--- config.mk ---
export PLATFORM = sky130hd
export DESIGN_NAME = branch_resolve_ctl
export DESIGN_NICKNAME = d
export VERILOG_FILES = /design/src/rtl/mmm_pkg.sv /design/src/rtl/branch_upd_fifo.sv /design/src/rtl/branch_resolve_ctl.sv
export SDC_FILE = /design/constraint.sdc
export NUM_CORES = 1
export LEC_CHECK = 0
export CAP_MARGIN = 20
export CORE_MARGIN = 8
export CORE_UTILIZATION = 45
export DETAILED_ROUTE_END_ITERATION = 7
export HOLD_SLACK_MARGIN = 0.08
export PLACE_DENSITY = 0.68
export SETUP_SLACK_MARGIN = 0.02
export SYNTH_ARGS = -nofsm -noshare
export SYNTH_HDL_FRONTEND = slang
export SYNTH_SLANG_ARGS = --single-unit
--- constraint.sdc ---
create_clock -name clk_i -period 5.59 [get_ports clk_i]
set_input_delay 0.559 -clock clk_i [delete_from_list [all_inputs] [get_ports clk_i]]
set_output_delay 0.559 -clock clk_i [all_outputs]
set_load 0.05 [all_outputs]
--- src/rtl/mmm_pkg.sv ---
// Shared types for the branch resolution slice.
// Holds the FSM state encoding and the predictor-update entry.
package mmm_pkg;

  localparam int MMM_XLEN = 32;

  typedef enum logic [1:0] {
    ST_IDLE     = 2'd0,
    ST_FLUSH    = 2'd1,
    ST_REDIRECT = 2'd2
  } state_e;

  typedef struct packed {
    logic [MMM_XLEN-1:0] pc;
    logic [MMM_XLEN-1:0] target;
    logic                taken;
  } upd_entry_t;

  function automatic logic [MMM_XLEN-1:0] seq_pc(
    input logic [MMM_XLEN-1:0] pc
  );
    return pc + MMM_XLEN'(4);
  endfunction

endpackage

--- src/rtl/branch_upd_fifo.sv ---
// Predictor-update FIFO with wrap-bit pointers.
// A push into a full FIFO survives only if a pop frees the slot.
module branch_upd_fifo
  import mmm_pkg::*;
#(
  parameter int  DEPTH   = 4,
  parameter type entry_t = upd_entry_t
) (
  input  logic                   clk_i,
  input  logic                   rst_n_i,
  input  logic                   push_i,
  input  entry_t                 entry_i,
  input  logic                   pop_i,
  output logic                   valid_o,
  output entry_t                 head_o,
  output logic [$clog2(DEPTH):0] count_o,
  output logic                   overflow_o
);

  localparam int AW = $clog2(DEPTH);

  entry_t      mem_q [DEPTH];
  logic [AW:0] wptr_q;
  logic [AW:0] wptr_d;
  logic [AW:0] rptr_q;
  logic [AW:0] rptr_d;
  logic        ovf_q;
  logic        ovf_d;
  logic        empty;
  logic        full;
  logic        do_pop;
  logic        do_push;

  assign empty = (wptr_q == rptr_q);
  assign full  = (wptr_q[AW] != rptr_q[AW]) &&
                 (wptr_q[AW-1:0] == rptr_q[AW-1:0]);

  assign do_pop  = pop_i & ~empty;
  assign do_push = push_i & (~full | do_pop);

  always_comb begin
    wptr_d = wptr_q;
    rptr_d = rptr_q;
    ovf_d  = ovf_q;
    if (do_push) begin
      wptr_d = wptr_q + (AW+1)'(1);
    end
    if (do_pop) begin
      rptr_d = rptr_q + (AW+1)'(1);
    end
    if (push_i && full && !do_pop) begin
      ovf_d = 1'b1;
    end
  end

  always_ff @(posedge clk_i or negedge rst_n_i) begin
    if (!rst_n_i) begin
      wptr_q <= '0;
      rptr_q <= '0;
      ovf_q  <= 1'b0;
    end else begin
      wptr_q <= wptr_d;
      rptr_q <= rptr_d;
      ovf_q  <= ovf_d;
    end
  end

  // Storage needs no reset; valid_o gates every read.
  always_ff @(posedge clk_i) begin
    if (do_push) begin
      mem_q[wptr_q[AW-1:0]] <= entry_i;
    end
  end

  assign valid_o    = ~empty;
  assign head_o     = mem_q[rptr_q[AW-1:0]];
  assign count_o    = wptr_q - rptr_q;
  assign overflow_o = ovf_q;

endmodule

--- src/rtl/branch_resolve_ctl.sv ---
// Branch resolution control: flush/redirect FSM,
// mispredict counter and predictor-update queue.
module branch_resolve_ctl
  import mmm_pkg::*;
#(
  parameter int XLEN      = MMM_XLEN,
  parameter int UPD_DEPTH = 4
) (
  input  logic            clk_i,
  input  logic            rst_n_i,
  input  logic            res_valid_i,
  input  logic            res_taken_i,
  input  logic            res_mispredict_i,
  input  logic [XLEN-1:0] res_pc_i,
  input  logic [XLEN-1:0] res_target_i,
  output logic            bu_stall_o,
  output logic            flush_o,
  output logic            redirect_valid_o,
  input  logic            redirect_ready_i,
  output logic [XLEN-1:0] redirect_pc_o,
  output logic            upd_valid_o,
  input  logic            upd_ready_i,
  output logic [XLEN-1:0] upd_pc_o,
  output logic [XLEN-1:0] upd_target_o,
  output logic            upd_taken_o,
  output logic [15:0]     mispred_cnt_o,
  output logic            err_overflow_o
);

  localparam int CW = $clog2(UPD_DEPTH) + 1;

  state_e          state_q;
  state_e          state_d;
  logic [XLEN-1:0] rpc_q;
  logic [XLEN-1:0] rpc_d;
  logic [15:0]     cnt_q;
  logic [15:0]     cnt_d;

  logic            accept;
  logic            mis_acc;
  upd_entry_t      push_ent;
  upd_entry_t      head;
  logic            fifo_vld;
  logic [CW-1:0]   fifo_cnt;

  // Results seen outside IDLE are wrong-path and ignored.
  assign accept  = res_valid_i & (state_q == ST_IDLE);
  assign mis_acc = accept & res_mispredict_i;

  assign push_ent.pc     = MMM_XLEN'(res_pc_i);
  assign push_ent.target = MMM_XLEN'(res_target_i);
  assign push_ent.taken  = res_taken_i;

  always_comb begin
    state_d = state_q;
    rpc_d   = rpc_q;
    unique case (1'b1)
      (state_q == ST_IDLE): begin
        if (mis_acc) begin
          state_d = ST_FLUSH;
          rpc_d   = res_taken_i ? res_target_i
                                : res_pc_i + XLEN'(4);
        end
      end
      (state_q == ST_FLUSH): begin
        state_d = ST_REDIRECT;
      end
      (state_q == ST_REDIRECT): begin
        if (redirect_ready_i) begin
          state_d = ST_IDLE;
        end
      end
      default: begin
        state_d = ST_IDLE;
      end
    endcase
  end

  always_comb begin
    cnt_d = cnt_q;
    if (mis_acc && (cnt_q != 16'hFFFF)) begin
      cnt_d = cnt_q + 16'd1;
    end
  end

  always_ff @(posedge clk_i or negedge rst_n_i) begin
    if (!rst_n_i) begin
      state_q <= ST_IDLE;
      rpc_q   <= '0;
      cnt_q   <= '0;
    end else begin
      state_q <= state_d;
      rpc_q   <= rpc_d;
      cnt_q   <= cnt_d;
    end
  end

  branch_upd_fifo #(
    .DEPTH   (UPD_DEPTH),
    .entry_t (upd_entry_t)
  ) u_fifo (
    .clk_i      (clk_i),
    .rst_n_i    (rst_n_i),
    .push_i     (accept),
    .entry_i    (push_ent),
    .pop_i      (upd_ready_i),
    .valid_o    (fifo_vld),
    .head_o     (head),
    .count_o    (fifo_cnt),
    .overflow_o (err_overflow_o)
  );

  assign flush_o          = (state_q == ST_FLUSH);
  assign redirect_valid_o = (state_q == ST_REDIRECT);
  assign redirect_pc_o    = rpc_q;
  assign mispred_cnt_o    = cnt_q;

  assign bu_stall_o = (state_q != ST_IDLE) ||
                      (fifo_cnt >= CW'(UPD_DEPTH - 1));

  assign upd_valid_o  = fifo_vld;
  assign upd_pc_o     = fifo_vld ? XLEN'(head.pc) : '0;
  assign upd_target_o = fifo_vld ? XLEN'(head.target) : '0;
  assign upd_taken_o  = fifo_vld & head.taken;

endmodule

==> flow_results.xml <==
<?xml version="1.0" encoding="UTF-8"?>
<metrics>
  <group name="synthesis">
    <metric name="synthesis.nets" unit="">862</metric>
    <metric name="synth_seq_area_share" unit="%">70.3</metric>
    <metric name="synth_top_family_by_area" unit="">multiplexers</metric>
    <metric name="synth_edf_count" unit="">260</metric>
    <metric name="synth_area_per_cell" unit="µm²">16.8</metric>
    <metric name="synth.mux.area_fraction" unit="%">12.0</metric>
    <metric name="yosysWarningCount" unit="">0</metric>
    <metric name="synth-seq-cells" unit="">317</metric>
    <metric name="post_synthesis_adder_cell_area_fraction" unit="%">1.01</metric>
    <metric name="synth_xor_area_share" unit="%">2.87</metric>
    <metric name="synth_flop_cell" unit="">sky130_fd_sc_hd__edfxtp_1</metric>
    <metric name="ys_async_sr_fraction" unit="%">18.0</metric>
    <metric name="synth_simple_gate_area_share" unit="%">9.37</metric>
    <metric name="yosysUniqueCellTypes" unit="">46</metric>
    <metric name="synth-compound-area-share" unit="%">2.98</metric>
    <metric name="synthesized_cell_area" unit="µm²">13100</metric>
    <metric name="synth_cells" unit="">781</metric>
  </group>
  <group name="detailed_routing">
    <metric name="count_of_tritonroute_iterations_in_the_first_routing_pass" unit="">5</metric>
    <metric name="num_vias" unit="">7572</metric>
    <metric name="routed_via_count_divided_by_cell_count" unit="">5.49</metric>
    <metric name="initialDrtViolationCount" unit="">591</metric>
    <metric name="routed_wire_length_per_instance" unit="µm">23.5</metric>
    <metric name="postRouteWirelength" unit="mm">32.4</metric>
    <metric name="postRouteAntennaNets" unit="">0</metric>
    <metric name="detail_route.drc_violations" unit="">0</metric>
  </group>
  <group name="clock_network">
    <metric name="cts.clk_slew.worst_paths" unit="ns">0.06</metric>
    <metric name="cts_htree_levels" unit="">1</metric>
    <metric name="clockBufferDepth" unit="">3</metric>
    <metric name="numClockSinks" unit="">317</metric>
    <metric name="cts_hold_buf" unit="">0</metric>
    <metric name="clock_tree_from_tritoncts" unit="">done</metric>
    <metric name="post_cts_repair_setup_buffers" unit="">0</metric>
    <metric name="cts-resized-gates" unit="">0</metric>
    <metric name="cts_made_buffers" unit="">31</metric>
    <metric name="root_buffer" unit="">sky130_fd_sc_hd__clkbuf_16</metric>
    <metric name="clock_insertion_delay_worst_skew" unit="ns">0.55</metric>
  </group>
  <group name="final_layout">
    <metric name="design_area" unit="µm²">16500</metric>
    <metric name="drive_gt1_share" unit="%">14.3</metric>
    <metric name="syn2layout_area_growth" unit="%">25.2</metric>
    <metric name="final_nets" unit="">1052</metric>
    <metric name="final_cells" unit="">1379</metric>
    <metric name="fillers" unit="">2238</metric>
    <metric name="diodes" unit="">0</metric>
  </group>
  <group name="timing">
    <metric name="period_utilization_post_route" unit="%">75.8</metric>
    <metric name="report.final.slew_viol_count" unit="">0</metric>
    <metric name="final.setup.tns" unit="ns">0</metric>
    <metric name="grt_setup_unrepaired" unit="">no</metric>
    <metric name="hold_slack" unit="ns">0.183</metric>
    <metric name="total_count_of_hold_check_failures_in_the_final_report" unit="">0</metric>
    <metric name="finalWorstPathRequiredPeriod" unit="ns">4.24</metric>
    <metric name="finalSetupViolations" unit="">0</metric>
    <metric name="timing.slew.headroom" unit="%">30.2</metric>
    <metric name="clock-skew-final" unit="ns">0.0115</metric>
    <metric name="maxClockFrequency" unit="MHz">236</metric>
    <metric name="tightestPinTransition" unit="ns">1.05</metric>
  </group>
  <group name="place">
    <metric name="finalWeightedCongestion" unit="">0.759</metric>
    <metric name="hpwl" unit="mm">21.1</metric>
    <metric name="dp_cells" unit="">1322</metric>
    <metric name="post_detailed_placement_cell_area" unit="µm²">15400</metric>
    <metric name="numPortBuffers" unit="">188</metric>
  </group>
  <group name="setup_path">
    <metric name="critical_path.startpoint_type" unit="">register</metric>
    <metric name="worst_ep_required_time" unit="ns">5.03</metric>
    <metric name="setup.worst_path.class" unit="">register to primary output</metric>
    <metric name="critical_path.max_fanout" unit="">47</metric>
    <metric name="cp_data_arrival_time" unit="ns">3.68</metric>
    <metric name="timing.critical_path.to_type" unit="">primary output</metric>
  </group>
  <group name="die">
    <metric name="die_height" unit="µm">187</metric>
    <metric name="io_pins" unit="">189</metric>
    <metric name="std_cell_rows" unit="">62</metric>
    <metric name="initial_core_util" unit="%">45.8</metric>
    <metric name="core_area" unit="µm²">28700</metric>
    <metric name="chipWidth" unit="µm">187</metric>
    <metric name="die-area" unit="µm²">34900</metric>
  </group>
  <group name="global_routing">
    <metric name="grt_max_degree" unit="">68</metric>
    <metric name="overflow_after_grt" unit="">0</metric>
    <metric name="global_route.usage.total" unit="%">18.2</metric>
    <metric name="first_global_vias" unit="">7723</metric>
    <metric name="antenna_found_initial" unit="">0</metric>
    <metric name="grt_first_pass_wirelength" unit="mm">49.3</metric>
  </group>
  <group name="min_path">
    <metric name="hold_path_class" unit="">primary input to async pin</metric>
  </group>
  <group name="power_and_ir_drop">
    <metric name="worst_ir_drop_vdd" unit="µV">473</metric>
    <metric name="powerDensity" unit="nW/µm²">619</metric>
    <metric name="leakage" unit="nW">5.62</metric>
  </group>
  <group name="run">
    <metric name="max-cap-violations" unit="">0</metric>
  </group>
  <group name="run_status">
    <metric name="outcome" unit="">finished, final reports clean</metric>
  </group>
</metrics>
-- area by class of cell --
class | instances | area (µm²) | area share, %
Inverter | 9 | 33.8 | 0.205
Clock buffer | 35 | 791 | 4.80
Clock inverter | 22 | 235 | 1.43
Multi-Input combinational cell | 415 | 3720 | 22.6
Tap cell | 384 | 480 | 2.92
Timing Repair Buffer | 197 | 1960 | 11.9
Sequential cell | 317 | 9240 | 56.1
-- report_power, final --
part	switching [mW]	internal (mW)	leakage, nW
sequential	0.207	2.99	3.07
clock	0.862	1.24	0.507
combinational	3.13	1.76	2.05
-- cell usage after synthesis, types with 10 or more instances --
cell | instances | share of area [%]
sky130_fd_sc_hd__edfxtp_1 | 260 | 59
sky130_fd_sc_hd__and2_1 | 71 | 3.4
sky130_fd_sc_hd__mux4_2 | 65 | 11
sky130_fd_sc_hd__dfrtp_1 | 57 | 11
sky130_fd_sc_hd__nand2_1 | 40 | 1.1
sky130_fd_sc_hd__nor2_1 | 29 | 0.83
sky130_fd_sc_hd__xnor2_1 | 28 | 1.9
sky130_fd_sc_hd__o21ai_0 | 25 | 0.95
sky130_fd_sc_hd__clkbuf_1 | 24 | 0.69
sky130_fd_sc_hd__a21oi_1 | 18 | 0.69
sky130_fd_sc_hd__nand3_1 | 18 | 0.69
sky130_fd_sc_hd__xor2_1 | 15 | 1.0
sky130_fd_sc_hd__and3_1 | 10 | 0.48
sky130_fd_sc_hd__buf_2 | 10 | 0.38
sky130_fd_sc_hd__nand4_1 | 10 | 0.48
sky130_fd_sc_hd__nor4_1 | 10 | 0.48
-- layer usage --
layer,wire length (µm),part of all wire [%],vias to the layer above,global-route usage [%]
li1,-,-,3397,-
met1,14100,43,3917,24.8
met2,15900,49,232,30.0
met3,2040,6.3,26,3.97
met4,361,1.1,0,3.27
met5,0,0,-,0
-- path summary, 6_finish.rpt --
check	from	end	slack, ns	cells after the start
max in group asynchronous	rst_n_i	u_fifo.rptr_q[0]$_DFFE_PN0P_	4.77	2
max	u_fifo.rptr_q[0]$_DFFE_PN0P_	upd_pc_o[30]	1.35	4
max reg2reg	u_fifo.rptr_q[0]$_DFFE_PN0P_	u_fifo.mem_q[3][4]$_DFFE_PP_	2.43	6
min in group clk_i	u_fifo.overflow_o$_DFFE_PN0P_	u_fifo.overflow_o$_DFFE_PN0P_	0.47	1
min	rst_n_i	mispred_cnt_o[7]$_DFFE_PN0P_	0.18	2
min reg2reg	u_fifo.overflow_o$_DFFE_PN0P_	u_fifo.overflow_o$_DFFE_PN0P_	0.47	1
-- critical path, stage by stage, from the launching register on --
cell and delay [ns]:
sky130_fd_sc_hd__dfrtp_4 0.71, sky130_fd_sc_hd__buf_4 0.85, sky130_fd_sc_hd__mux4_2 0.64, sky130_fd_sc_hd__and2_1 0.19, sky130_fd_sc_hd__clkdlybuf4s50_1 0.70
-- sequential cells by signal, summed over array words and instances (netlist names) --
signal and flops:
u_fifo.mem_q 260, redirect_pc_o 32, mispred_cnt_o 16, u_fifo.rptr_q 3, u_fifo.wptr_q 3, state_q 2, u_fifo.overflow_o 1
-- stage by stage --
stage	utilization, %	worst slack, ns	total power, mW
floorplan	-	1.67	6.53
global placement	53.8	1.85	8.17
detailed placement	53.8	1.85	8.20
CTS	57.3	1.25	10.3
global route	57.3	1.12	10.6
finish	57.3	1.35	10.2
-- cell usage in the layout, fill, tap and decap left out, drive strengths merged, types with 25 or more instances in the layout --
cell           synthesis  layout
edfxtp               260     260
clkdlybuf4s50          0     187
and2                  71      71
mux4                  65      65
dfrtp                 57      57
nand2                 40      40
clkbuf                24      35
nor2                  29      29
xnor2                 28      28
o21ai                 25      25
-- logic make-up (layout without fill, tap and decap cells) --
| kind of cell | count (synthesis) | count (layout) |
|---|---|---|
| DFF | 317 | 317 |
| xor gates and xnor gates | 43 | 43 |
| and+or+nand+nor | 219 | 219 |
| muxes | 75 | 75 |
| buffers and inverters | 49 | 263 |
| adders and majority gates | 10 | 10 |
| AOI/OAI and AO/OA | 68 | 68 |
No activity file was read; power rests on OpenSTA's default activity.
